### src/rtl/hazard_stall_unit_pkg.sv
// hazard_stall_unit_pkg: shared pipeline types and constants for hazard control
//   state_e    : hazard FSM state (RUN = 1'b0, STALL = 1'b1)
//   PIPE_REG_W : default register-address width
//   X0         : register address 0, never a real dependency
package hazard_stall_unit_pkg;

    localparam int PIPE_REG_W = 5;

    localparam logic [PIPE_REG_W-1:0] X0 = '0;

    typedef enum logic {
        RUN   = 1'b0,
        STALL = 1'b1
    } state_e;

endpackage

### src/rtl/hazard_stall_unit.sv
// hazard_stall_unit: load-use stall and taken-branch flush control for the 5-stage pipeline
//   clock, reset                  : rising-edge clock, synchronous active-high reset
//   idex_memRead, idex_rd         : load in EX and its destination register
//   ifid_rs1, ifid_rs2, ifid_useRs2 : source registers of the instruction in ID
//   branch_taken                  : branch in MEM resolved taken this cycle
//   ctrl_sel                      : control-mux selector, 0 inserts a bubble into ID/EX
//   pc_write, ifid_write          : PC and IF/ID write enables
//   ifid_flush, idex_flush, exmem_flush : pipeline register clears
//   stall_count, flush_count      : wrapping bubble and flush event counters
module hazard_stall_unit
    import hazard_stall_unit_pkg::*;
#(
    parameter int REG_W        = PIPE_REG_W,
    parameter int STALL_CYCLES = 1,
    parameter int CNT_W        = 16
) (
    input  logic             clock,
    input  logic             reset,
    input  logic             idex_memRead,
    input  logic [REG_W-1:0] idex_rd,
    input  logic [REG_W-1:0] ifid_rs1,
    input  logic [REG_W-1:0] ifid_rs2,
    input  logic             ifid_useRs2,
    input  logic             branch_taken,
    output logic             ctrl_sel,
    output logic             pc_write,
    output logic             ifid_write,
    output logic             ifid_flush,
    output logic             idex_flush,
    output logic             exmem_flush,
    output logic [CNT_W-1:0] stall_count,
    output logic [CNT_W-1:0] flush_count
);

    localparam int CW = $clog2(STALL_CYCLES + 1);

    state_e          state_q, state_d;
    logic [CW-1:0]   cnt_q, cnt_d;
    logic            load_use;
    logic            bubble;

    assign load_use = idex_memRead && (idex_rd != REG_W'(X0)) &&
                      ((idex_rd == ifid_rs1) || (ifid_useRs2 && (idex_rd == ifid_rs2)));

    // A taken branch overrides everything: the dependent instruction is flushed,
    // so any pending stall is dropped. STALL ignores load_use until cnt runs out.
    always_comb begin
        state_d     = state_q;
        cnt_d       = cnt_q;
        bubble      = 1'b0;
        ctrl_sel    = 1'b1;
        pc_write    = 1'b1;
        ifid_write  = 1'b1;
        ifid_flush  = 1'b0;
        idex_flush  = 1'b0;
        exmem_flush = 1'b0;
        if (branch_taken) begin
            ctrl_sel    = 1'b0;
            ifid_flush  = 1'b1;
            idex_flush  = 1'b1;
            exmem_flush = 1'b1;
            state_d     = RUN;
            cnt_d       = '0;
        end else if (state_q == STALL) begin
            bubble  = 1'b1;
            cnt_d   = cnt_q - CW'(1);
            state_d = (cnt_q == CW'(1)) ? RUN : STALL;
        end else if (load_use) begin
            bubble = 1'b1;
            if (STALL_CYCLES > 1) begin
                state_d = STALL;
                cnt_d   = CW'(STALL_CYCLES - 1);
            end
        end
        if (bubble) begin
            ctrl_sel   = 1'b0;
            pc_write   = 1'b0;
            ifid_write = 1'b0;
        end
    end

    always_ff @(posedge clock) begin
        if (reset) begin
            state_q <= RUN;
            cnt_q   <= '0;
        end else begin
            state_q <= state_d;
            cnt_q   <= cnt_d;
        end
    end

    always_ff @(posedge clock) begin
        if (reset)
            stall_count <= '0;
        else if (bubble)
            stall_count <= stall_count + CNT_W'(1);
    end

    always_ff @(posedge clock) begin
        if (reset)
            flush_count <= '0;
        else if (branch_taken)
            flush_count <= flush_count + CNT_W'(1);
    end

endmodule

### config.mk
export PLATFORM = sky130hd
export DESIGN_NAME = hazard_stall_unit
export DESIGN_NICKNAME = d
export VERILOG_FILES = /design/src/rtl/hazard_stall_unit_pkg.sv /design/src/rtl/hazard_stall_unit.sv
export SDC_FILE = /design/constraint.sdc
export NUM_CORES = 1
export LEC_CHECK = 0
export ABC_AREA = 1
export BUFFER_PORTS_ARGS = -buffer_cell sky130_fd_sc_hd__buf_2
export CAP_MARGIN = 20
export CORE_MARGIN = 1.5
export CORE_UTILIZATION = 55
export DETAILED_ROUTE_END_ITERATION = 16
export MAX_ROUTING_LAYER = met4
export PLACE_DENSITY = 0.92
export SYNTH_ARGS = -nofsm -noshare
export SYNTH_HDL_FRONTEND = slang
export SYNTH_SLANG_ARGS = --single-unit
export TNS_END_PERCENT = 50
### constraint.sdc
create_clock -name clock -period 2.4 [get_ports clock]
set_input_delay 0.24 -clock clock [delete_from_list [all_inputs] [get_ports clock]]
set_output_delay 0.24 -clock clock [all_outputs]
set_load 0.02 [all_outputs]
==> key figures <==
Outcome
  • Status: finished, final reports clean

Yosys
  • Syn Inst Count: 301
  • Syn Area/Cell: 6.42 µm²
  • Top-area cell type share of the netlist area: 0.352
  • Yosys top cell by area: dfxtp_1
  • Yosys reg bits: 34
  • Ys Warns: 0
  • Top cells by area, synth: dfxtp_1, nand2_1, nor2_1
  • Syn_nets: 323
  • Post-synthesis sequential area ratio: 0.352
  • Cell Area, Synth: 1930 µm²
  • Post-synth cell types: 29

Final layout
  • Layout cells sized above 1: 0.230
  • Most frequent cells in the layout: nand2_1, buf_2, nor2_1
  • Commonest non-fill, non-tap cell in the layout: nand2_1
  • Area of the multi-input gates: 1010 µm²
  • Post-route cell area: 2270 µm²
  • Fin nets: 377
  • Synth-to-layout area growth: 17.6%
  • Fillers: 305
  • Ant diodes: 0
  • Register area: 681 µm²

GRT
  • Initial antenna violation count: 0
  • Total track usage: 0.234
  • Number of global-route vias before repair: 1712
  • GRT overflow: 0
  • First-pass GRT wire length: 7150 µm
  • Largest net degree at the start of global routing: 27

Timing
  • Setup_tns: 0 ns
  • Slew headroom: 0.597
  • Worst slew pin tran: 0.603 ns
  • RSZ-0062 raised after global routing: false
  • Post-route minimum period: 1.68 ns
  • Max Slew Vio Count: 0
  • Clock Skew: 0.0199 ns
  • Final hold vios: 0
  • FMAX: 595 MHz
  • Final period utilization: 0.700
  • Final setup fails: 0

Power and ir drop
  • Psw: 287 µW
  • Pwr dens: 456 nW/µm²
  • Seq pwr share: 0.554
  • Switching Share: 0.277
  • Int Pwr: 748 µW
  • P_leak: 0.00116 µW
  • Worst vdd ir: 0.341 mV
  • Clock share of power: 0.342
  • Logic pwr share: 0.104

Job
  • Max-capacitance violation count: 0

Clock tree
  • Clk buf depth: 2
  • Clock-pin slew on the worst setup and hold paths: 0.11 ns
  • CTS H-Tree Depth: 2
  • Root Buffer: clkbuf_4
  • Hold_buf cts: 0
  • CTS tree: yes
  • Postcts setup bufs: 0
  • Post-CTS Resized: 0
  • Worst-Skew Late Latency: 0.36 ns
  • Clk sinks: 34
  • CTS Buf Count: 5

Placed design
  • Gpl congestion: 0.840
  • Port bufs: 57
  • Detailed Place HPWL: 2910 µm
  • Placed Instance Area: 2210 µm²

Die
  • Die W: 62.3 µm
  • Standard-cell rows: 21
  • Die ar.: 3880 µm²
  • Starting Density: 0.574
  • I/O pin cnt: 58
  • Die Y: 62.3 µm
  • CORE AREA: 3360 µm²

Routing
  • Top Metal Used: met4
  • Final WL: 4140 µm
  • Vias: 2010
  • Avg WL per Cell: 10.3 µm
  • Routed wl met2: 1910 µm
  • Routed Antenna Nets: 0
  • Routed length on met1: 1830 µm
  • Iter 0 DRT Violations: 91
  • Met3 Wirelength: 305 µm
  • Pre-antenna DRT Iters: 4
  • Residual DRC: 0
  • Avg Vias per Cell: 5.00

Critical path
  • Crit end category: primary output
  • Crit path DAT: 1.44 ns
  • CP max-delay cell: nand2_2
  • Critical path required time: 2.16 ns
  • Most frequent cell on the critical path: nand2_1
  • CP Max Fanout: 26
  • Critical Path, Cell by Cell: buf_2 -> inv_1 -> nand2_1 -> nand2_1 -> nor2_1 -> nand3_1 -> nand2_1 -> nand2_1 -> nand2_2 -> nand2_1 -> buf_2
  • Slowest stage delay, CP: 0.34 ns
  • Startpoint Class: input port
  • Crit path kind: in2out

Min path
  • Hold Path Class: in2reg
[state kept, by name (all words and copies together) (netlist names)]
name         count
flush_count     16
stall_count     16
cnt_q            1
state_q          1
[cells in the mapped netlist]
| master | n |
|---|---|
| ha_1 | 2 |
| nand4_2 | 2 |
| nor3_1 | 7 |
| nor2_1 | 46 |
| o21ai_0 | 9 |
| nand2_4 | 2 |
| buf_6 | 1 |
| nand3_2 | 1 |
| inv_1 | 41 |
| nor4_1 | 2 |
| inv_2 | 1 |
| xnor2_1 | 1 |
| nand4_1 | 3 |
| or2_2 | 1 |
| nand3_1 | 24 |
| a211oi_1 | 1 |
| dfxtp_1 | 34 |
| clkinv_1 | 1 |
| a21oi_1 | 28 |
| nor2_4 | 3 |
| clkbuf_1 | 3 |
| nand2_2 | 2 |
| clkbuf_4 | 1 |
| nand2_1 | 73 |
| o21a_1 | 1 |
| nor2_2 | 2 |
| buf_4 | 7 |
| nor3_2 | 1 |
| nand3b_1 | 1 |
[worst paths after layout]
kind         slack, ns              end  depth (start not counted)            from
max               0.72       ifid_write                         11      idex_rd[0]
max reg2reg       0.77  flush_count[14]                         10  flush_count[0]
min               0.12   flush_count[4]                          2           reset
min reg2reg       0.46            cnt_q                          2           cnt_q
[routing by layer]
| metal | vias to the layer above | global-route usage |
|---|---|---|
| li1 | 1055 | - |
| met1 | 872 | 0.269 |
| met2 | 73 | 0.380 |
| met3 | 10 | 0.0562 |
| met4 | 0 | 0.122 |
| met5 | - | - |
[power groups by stage]
stage	Sequential (µW)	Combinational, µW	Clock [µW]
final	573	108	354
after global routing	574	123	382
after CTS	573	108	357
after detailed placement	586	108	0
after global placement	586	105	0
after floorplan	590	71.5	0
[logic make-up after synthesis]
| family | synth area share |
|---|---|
| adder cells (fa/ha/maj) | 0.0130 |
| XOR/XNOR | 0.00453 |
| AND/OR/NAND/NOR | 0.400 |
| flip-flops | 0.352 |
| buffers and inverters | 0.126 |
| AO/OA/AOI/OAI | 0.104 |
[critical path, delay by kind of cell]
family / cells / cell delay (ns)
buffers and inverters: 3 / 0.33
and+or+nand+nor: 8 / 0.86
[metrics by stage]
stage | cells | util | worst slack (ns) | hold WS (ns) | power, µW
detailed placement | 394 | 0.656 | 0.711 | 0.449 | 694
CTS | 402 | 0.675 | 0.715 | 0.107 | 1040
global route | 402 | 0.675 | 0.519 | 0.114 | 1080
finish | 402 | 0.675 | 0.720 | 0.118 | 1040
global placement | 394 | 0.656 | 0.756 | 0.445 | 691
floorplan | 301 | - | 0.787 | 0.318 | 662
[area by class of cell]
class | count | area share
Multi-Input combinational cell | 212 | 0.444
Sequential cell | 34 | 0.300
Timing Repair Buffer | 59 | 0.132
Inverter | 43 | 0.0711
Tap cell | 46 | 0.0253
Clock buffer | 6 | 0.0226
Clock inverter | 2 | 0.00551
(Power assumes the default switching activity.)
